<file path="config.mk">
export PLATFORM = sky130hd
export DESIGN_NAME = voice_mixer
export DESIGN_NICKNAME = d
export VERILOG_FILES = /design/src/rtl/voice_mixer.sv
export SDC_FILE = /design/constraint.sdc
export NUM_CORES = 1
export LEC_CHECK = 0
export BUFFER_PORTS_ARGS = -buffer_cell sky130_fd_sc_hd__buf_2
export CAP_MARGIN = 20
export CORE_AREA = 4 4 135 98
export DETAILED_ROUTE_END_ITERATION = 10
export DIE_AREA = 0 0 139 102
export PLACE_DENSITY = 0.76
export SLEW_MARGIN = 5
export SYNTH_ARGS = -nofsm -noshare
export SYNTH_HDL_FRONTEND = slang
export SYNTH_SLANG_ARGS = --single-unit
</file>
<file path="constraint.sdc">
create_clock -name clk -period 6.7 [get_ports clk]
set_input_delay 1.34 -clock clk [delete_from_list [all_inputs] [get_ports clk]]
set_output_delay 1.34 -clock clk [all_outputs]
set_load 0.03 [all_outputs]
</file>
<file path="src/rtl/voice_mixer.sv">
// Four-voice mixer: scales each time-multiplexed voice sample by its decay envelope,
// sums one frame (slots 0..3) and emits a saturated 8-bit unsigned sample per frame.
module voice_mixer #(
    parameter int unsigned SHIFT     = 2,
    parameter int unsigned DECAY_DIV = 256,
    parameter int unsigned SUSTAIN   = 96
) (
    input  logic        clk,
    input  logic        rst_n,
    input  logic [1:0]  slot,
    input  logic [7:0]  sample_in,
    input  logic [3:0]  note_change,
    output logic [7:0]  mix_sample,
    output logic        mix_valid,
    output logic [31:0] env_level
);

    localparam int unsigned ACC_W  = 10;
    localparam int unsigned PRE_W  = 16;
    localparam int unsigned SUM_W  = 11;
    localparam int unsigned PROD_W = 18;
    localparam int unsigned NVOICE = 4;

    logic [7:0]               env_q [NVOICE];
    logic [7:0]               env_d [NVOICE];
    logic signed [ACC_W-1:0]  acc_q, acc_d;
    logic [PRE_W-1:0]         presc_q, presc_d;
    logic [7:0]               mix_q, mix_d;
    logic                     valid_q, valid_d;

    logic signed [8:0]        s_c;
    logic signed [PROD_W-1:0] s_ext_c, env_ext_c, prod_c;
    logic signed [ACC_W-1:0]  term_c, total_c;
    logic signed [SUM_W-1:0]  biased_c;
    logic [7:0]               clamped_c;
    logic                     decay_tick_c;

    // Per-slot voice term and the biased, saturated frame result.
    always_comb begin
        s_c       = $signed({1'b0, sample_in}) - 9'sd128;
        s_ext_c   = PROD_W'(s_c);
        env_ext_c = PROD_W'({1'b0, env_q[slot]});
        prod_c    = s_ext_c * env_ext_c;
        term_c    = ACC_W'(prod_c >>> 8);
        total_c   = acc_q + term_c;
        biased_c  = SUM_W'(total_c >>> SHIFT) + 11'sd128;
        if (biased_c < 11'sd0) begin
            clamped_c = 8'd0;
        end else if (biased_c > 11'sd255) begin
            clamped_c = 8'd255;
        end else begin
            clamped_c = biased_c[7:0];
        end
    end

    // Frame accumulation, output strobe and decay prescaler.
    always_comb begin
        acc_d        = acc_q;
        mix_d        = mix_q;
        valid_d      = 1'b0;
        presc_d      = presc_q;
        decay_tick_c = 1'b0;
        case (slot)
            2'd0: acc_d = term_c;
            2'd1,
            2'd2: acc_d = total_c;
            default: begin
                mix_d   = clamped_c;
                valid_d = 1'b1;
                if (presc_q == PRE_W'(DECAY_DIV - 1)) begin
                    presc_d      = '0;
                    decay_tick_c = 1'b1;
                end else begin
                    presc_d = presc_q + PRE_W'(1);
                end
            end
        endcase
    end

    // Retrigger beats decay; decay stops at the sustain floor.
    always_comb begin
        for (int v = 0; v < NVOICE; v++) begin
            env_d[v] = env_q[v];
            if (note_change[v]) begin
                env_d[v] = 8'd255;
            end else if (decay_tick_c && (32'(env_q[v]) > SUSTAIN)) begin
                env_d[v] = env_q[v] - 8'd1;
            end
        end
    end

    always_ff @(posedge clk or negedge rst_n) begin
        if (!rst_n) begin
            acc_q   <= '0;
            presc_q <= '0;
            mix_q   <= 8'd128;
            valid_q <= 1'b0;
            for (int v = 0; v < NVOICE; v++) begin
                env_q[v] <= 8'd0;
            end
        end else begin
            acc_q   <= acc_d;
            presc_q <= presc_d;
            mix_q   <= mix_d;
            valid_q <= valid_d;
            for (int v = 0; v < NVOICE; v++) begin
                env_q[v] <= env_d[v];
            end
        end
    end

    assign mix_sample = mix_q;
    assign mix_valid  = valid_q;
    assign env_level  = {env_q[3], env_q[2], env_q[1], env_q[0]};

endmodule

</file>
==> qor.txt, run 1 <==
Status - complete, but fails checks
Failing checks - negative setup slack
Initial Utilization - 53.2%
Clock period minus worst slack - 7.18 ns
P&R area growth vs syn - 31.1%
Post-Synthesis Cell Area - 6420 um^2
Register area share after synthesis - 26.1%
DPL Wire Length - 12,600 um
Post-Route Skew - 0.0112 ns
ANT nets after route - 0
Post-synth cell types - 67
Final core occ - 69.7%
Most frequent cells after synthesis - inv_1 (93), dfrtp_1 (66), fa_1 (56)
Worst Setup Path Type - input pin to flip-flop
Top-area cell type share of the netlist area - 25.7%
Worst Path Buf+Inv - 7
Fillers - 878
First-pass GRT wire length - 28,400 um
CP peak stage delay - 0.60 ns
Max Cap Viol - 0
Synth Net Count - 794
Endpoints failing hold - 0
Cell family with most CP delay - adder cells
Row count - 34
Post-Layout Inst Area - 8420 um^2
Reg clk slew, reported paths - 0.06 ns
Clock H-tree levels - 3
Reg-to-Reg Start - env_level[19]
Reg2reg path depth - 26
TritonRoute pass-1 iters - 5
Crit path depth - 27
# setup viols final - 9
Most common cell on crit path - fa_1
Slew Limit Fails - 0
TritonCTS clock tree - done
CTS buffer count - 9
Total Routed Length - 17,300 um
Post-synthesis cell count - 672
CP Data Arrival Time - 7.42 ns
Via Count - 5,516
N_diodes - 0
Clock root cell - clkbuf_16
Number of synthesized flops with an enable pin - 0
Grt ovf - 0
GP Congestion - 0.926
FFs w/ async S/R, synth - 100%
Worst-Skew Late Latency - 0.34 ns
Tot GR Track Use - 24.7%
Top_reg_cell synth - dfrtp_1
Final WS setup - -0.482 ns
CTS Sinks - 67
Placed instance area - 7580 um^2
Worst slew margin - 42.5%
Cell with the most instances after synthesis - inv_1
Die ar. - 14,200 um^2
Min-Delay Path Class - flip-flop to flip-flop
DRC violation total after the first TritonRoute iteration - 368
Nature of the critical path startpoint - input pin
I/O pin cnt - 57
RSZ-0062 raised after global routing - true
Worst EP required - 6.94 ns
Hold path endpoint - mix_sample[2]
Critical Path Fanout Max - 8
Die outline height - 102 um
Largest net degree at the start of global routing - 68
Peak Freq - 139 MHz
Initial antenna violation count - 0
Nets - 946
Port bufs - 56
Core area - 12,100 um^2
Avg Cell Area, Syn - 9.56 um^2
Hold Path Depth - 2
HP Start - mix_sample[2]
Reg2Reg Capture Point - acc_q[9]
Slowest CP cell - mux4_2
Die width - 139 um
Number of remaining DRC errors - 0
Dominant cell type by area after synthesis - dfrtp_1
Vias in the first global route - 5,712
Wirelength per Cell - 17.4 um
Via density - 5.57
R2r setup slk - 0.12 ns
Hold Buf Count CTS - 0
Synth area leaders - dfrtp_1 (26%), fa_1 (17%), ha_1 (9.7%)
Worst slew pin tran - 0.862 ns
Synth Warn # - 0
Layout cell share with drive strength beyond 1 - 34.1%
Worst Setup End Kind - flip-flop
#FFs+latches synth - 67
Tcrit/Tclk final - 107%
Clock tree buffer depth - 2
how the worst max path moves through the flow:
stage	end	slack, ns	start
6_report	acc_q[9]	-0.48	slot[0]
4_1_cts	acc_q[9]	-0.36	slot[0]
3_3_place_gp	acc_q[9]	-0.82	slot[0]
3_5_place_dp	acc_q[9]	-0.96	slot[0]
5_1_grt	acc_q[9]	-0.72	slot[1]
2_1_floorplan	acc_q[9]	-0.49	slot[0]
layer usage:
layer / global-route usage [%] / share of wire [%] / up-vias
met4: 4.96 / 1.4 / 0
li1: - / - / 2545
met3: 5.43 / 7.6 / 39
met1: 34.3 / 44 / 2727
met5: 0 / 0 / -
met2: 40.8 / 47 / 205
sequential cells by signal, summed over array words and instances, names as in the netlist:
signal	cells
mix_sample	8
acc_q	10
env_level	32
presc_q	16
mix_valid	1
layout make-up:
| class | count | area, um^2 | share of cell area [%] |
|---|---|---|---|
| inverter | 93 | 354 | 4.21 |
| timing repair buffer | 156 | 1090 | 12.9 |
| tap | 162 | 203 | 2.41 |
| multi-input combinational | 497 | 4800 | 57.0 |
| clock buffer | 10 | 229 | 2.72 |
| sequential | 67 | 1680 | 19.9 |
| clock inverter | 6 | 73.8 | 0.877 |
worst register-to-register path, cell delays in order, from the launching register on:
cell,delay [ns]
dfrtp_1,0.48
mux4_2,0.62
buf_6,0.17
nand2b_4,0.08
inv_4,0.04
fa_1,0.53
inv_2,0.06
fa_1,0.52
inv_2,0.04
fa_1,0.54
inv_1,0.06
fa_1,0.50
inv_2,0.05
ha_4,0.27
nand2_2,0.05
a211o_1,0.32
or3_4,0.36
o21ai_4,0.15
xor2_2,0.25
ha_4,0.26
o211ai_1,0.11
a21boi_1,0.13
o22ai_2,0.22
mux2_4,0.32
a22oi_2,0.14
o21ai_1,0.09
o21a_1,0.12
repair_timing:
| item | CTS | global route |
|---|---|---|
| buffers inserted | 8 | 14 |
| endpoints found under the setup margin | 14 | 13 |
| pin swaps | 30 | 47 |
| resized for setup | 37 | 47 |
per-stage QoR:
stage,hold slack (ns),setup TNS [ns],instances,setup slack [ns]
2_1_floorplan,0.447,-1.76,672,-0.488
3_3_place_gp,0.466,-7.72,956,-0.816
3_5_place_dp,0.474,-10.06,956,-0.960
4_1_cts,0.489,-1.52,979,-0.361
5_1_grt,0.522,-4.61,991,-0.718
6_report,0.484,-2.28,991,-0.482
kinds of logic (layout without fill, tap and decap cells):
family	after synthesis	count (layout)	share of synthesized area, %
AOI/OAI and AO/OA	101	101	10.1
xor gates and xnor gates	51	51	7.07
adders and majority gates	106	106	27.2
buffers and inverters	108	265	6.47
DFF	67	67	26.1
muxes	12	12	3.31
and+or+nand+nor	227	227	19.8
layout by cell type, fill, tap and decap left out, types with 10 or more instances in the layout:
cell / instances
and2_1: 33
nand2_1: 50
buf_2: 54
nand2b_1: 24
a21oi_1: 23
xor2_1: 11
ha_1: 37
o21ai_0: 17
dfrtp_1: 66
nor2_1: 26
buf_6: 10
xnor2_1: 28
ha_4: 10
fa_1: 52
inv_2: 10
inv_1: 81
buf_4: 91
nor3_1: 10
Power of run 1 is not shown: default switching activity piles up to over one toggle a cycle in this logic, so the estimate is an artifact.
==> run 2, diff against run 1 <==
==> constraint.sdc (replaced) <==
create_clock -name clk -period 6.7 [get_ports clk]
set_input_delay 1.34 -clock clk [delete_from_list [all_inputs] [get_ports clk]]
set_output_delay 1.34 -clock clk [all_outputs]
set_load 0.1 [all_outputs]
==> run 2 against run 1 <==
Compared with the run above: the flow still finishes with violations (negative setup slack); sequential share of layout area up 0.23 points; cell area shrank 1.1%; fmax rose by 1.1%; non-clock buffer count is 1 lower.
==> qor.txt, run 2 (same netlist as run 1, synthesis figures left out) <==
Die width - 139 um
Min-Delay Path Class - flip-flop to flip-flop
Grt ovf - 0
Worst-Skew Late Latency - 0.34 ns
WHS - 0.481 ns
Layout cell share with drive strength beyond 1 - 32.9%
CTS buffer count - 9
Die ar. - 14,200 um^2
Worst EP required - 6.93 ns
Clock H-tree levels - 3
Final WS setup - -0.403 ns
Largest register FFs - 32
Worst Setup Path Type - input pin to flip-flop
Core area - 12,100 um^2
Critical Path Fanout Max - 4
Cell family with most CP delay - adder cells
DRC violation total after the first TritonRoute iteration - 355
Nature of the critical path startpoint - input pin
Slowest CP cell - fa_1
Wirelength per Cell - 17.5 um
Via density - 5.56
Highest routed layer - met4
Worst slew pin tran - 0.850 ns
Tot GR Track Use - 25.1%
Port bufs - 56
Nets - 945
P&R area growth vs syn - 29.6%
Post-Route Skew - 0.00932 ns
Clock period minus worst slack - 7.10 ns
Clock root cell - clkbuf_16
Status - complete, but fails checks
TritonCTS clock tree - done
Hold Buf Count CTS - 0
Worst slew margin - 43.3%
Initial antenna violation count - 0
Failing checks - negative setup slack
Tcrit/Tclk final - 106%
Total Routed Length - 17,300 um
CP peak stage delay - 0.57 ns
Pre-CTS setup slack - -0.895 ns
Vias in the first global route - 5,667
Worst Setup End Kind - flip-flop
Met3 wire len - 1260 um
Largest net degree at the start of global routing - 68
Post-Layout Inst Area - 8320 um^2
Slew Limit Fails - 0
Endpoints failing hold - 0
Final core occ - 68.9%
Worst Path Buf+Inv - 7
Clock tree buffer depth - 2
Placed instance area - 7600 um^2
Commonest non-fill, non-tap cell in the layout - buf_4
Peak Freq - 141 MHz
DPL Wire Length - 12,900 um
Max Cap Viol - 0
Number of remaining DRC errors - 0
TritonRoute pass-1 iters - 7
Via Count - 5,508
CTS Sinks - 67
M1 WL - 7630 um
# setup viols final - 10
Row count - 34
Die outline height - 102 um
GP Congestion - 0.904
Met2 WL - 8130 um
Initial Utilization - 53.2%
I/O pin cnt - 57
ANT nets after route - 0
Reg clk slew, reported paths - 0.06 ns
CP Data Arrival Time - 7.33 ns
First-pass GRT wire length - 28,500 um
N_diodes - 0
Commonest non-fill, non-tap cells in the layout - buf_4 (97), inv_1 (79), dfrtp_1 (66)
RSZ-0062 raised after global routing - true
## run 2: metrics by stage
stage / std cells / TNS, ns
2_1_floorplan: 672 / -1.76
3_3_place_gp: 958 / -7.84
3_5_place_dp: 958 / -8.77
4_1_cts: 982 / -1.76
5_1_grt: 990 / -4.17
6_report: 990 / -2.07
## run 2: timing repair
item                                    CTS  global route
endpoints found under the setup margin   12            14
pin swaps                                45            32
buffers inserted                          8            11
resized for setup                        35            27
## run 2: cell type report
cell class              instances  area (um^2)
clock buffers                  10          229
fillers                       905         3760
inverters                      93          354
clock inverters                 6         71.3
flip-flops and latches         67         1680
well taps                     162          203
repair buffers                155         1060
multi-input cells             497         4730
## run 2: worst paths after layout
| path | start | end | slack [ns] | cells after the start |
|---|---|---|---|---|
| worst max-delay path | slot[1] | acc_q[9] | -0.40 | 27 |
| max in group asynchronous | rst_n | mix_valid | 4.95 | 2 |
| worst max register to register | env_level[0] | acc_q[9] | 0.24 | 26 |
| worst min-delay path | presc_q[15] | presc_q[15] | 0.48 | 1 |
| worst min register to register | presc_q[15] | presc_q[15] | 0.48 | 1 |
| min in group asynchronous | rst_n | env_level[1] | 1.18 | 2 |
## run 2: worst register-to-register path, stage by stage, from the launching register on
cell,delay (ns)
dfrtp_1,0.46
mux4_2,0.55
nand2b_4,0.11
inv_4,0.04
fa_1,0.57
inv_2,0.08
fa_1,0.51
inv_2,0.04
fa_1,0.55
inv_2,0.05
fa_1,0.57
inv_2,0.06
ha_4,0.28
nand2_4,0.05
a211o_1,0.32
or3_4,0.36
o21ai_4,0.17
xor2_2,0.24
ha_4,0.25
a21oi_2,0.14
a21boi_1,0.09
o22ai_2,0.22
buf_4,0.17
nand3_1,0.08
o21ai_0,0.11
nand2_1,0.09
o21a_1,0.19
## run 2: per-layer routing
layer  global-route usage [%]  vias up
met3                     5.80       30
met1                     34.6     2734
met5                        0        -
met2                     41.0      201
li1                         -     2543
met4                     6.17        0
Power of run 2 is left out for the same reason.
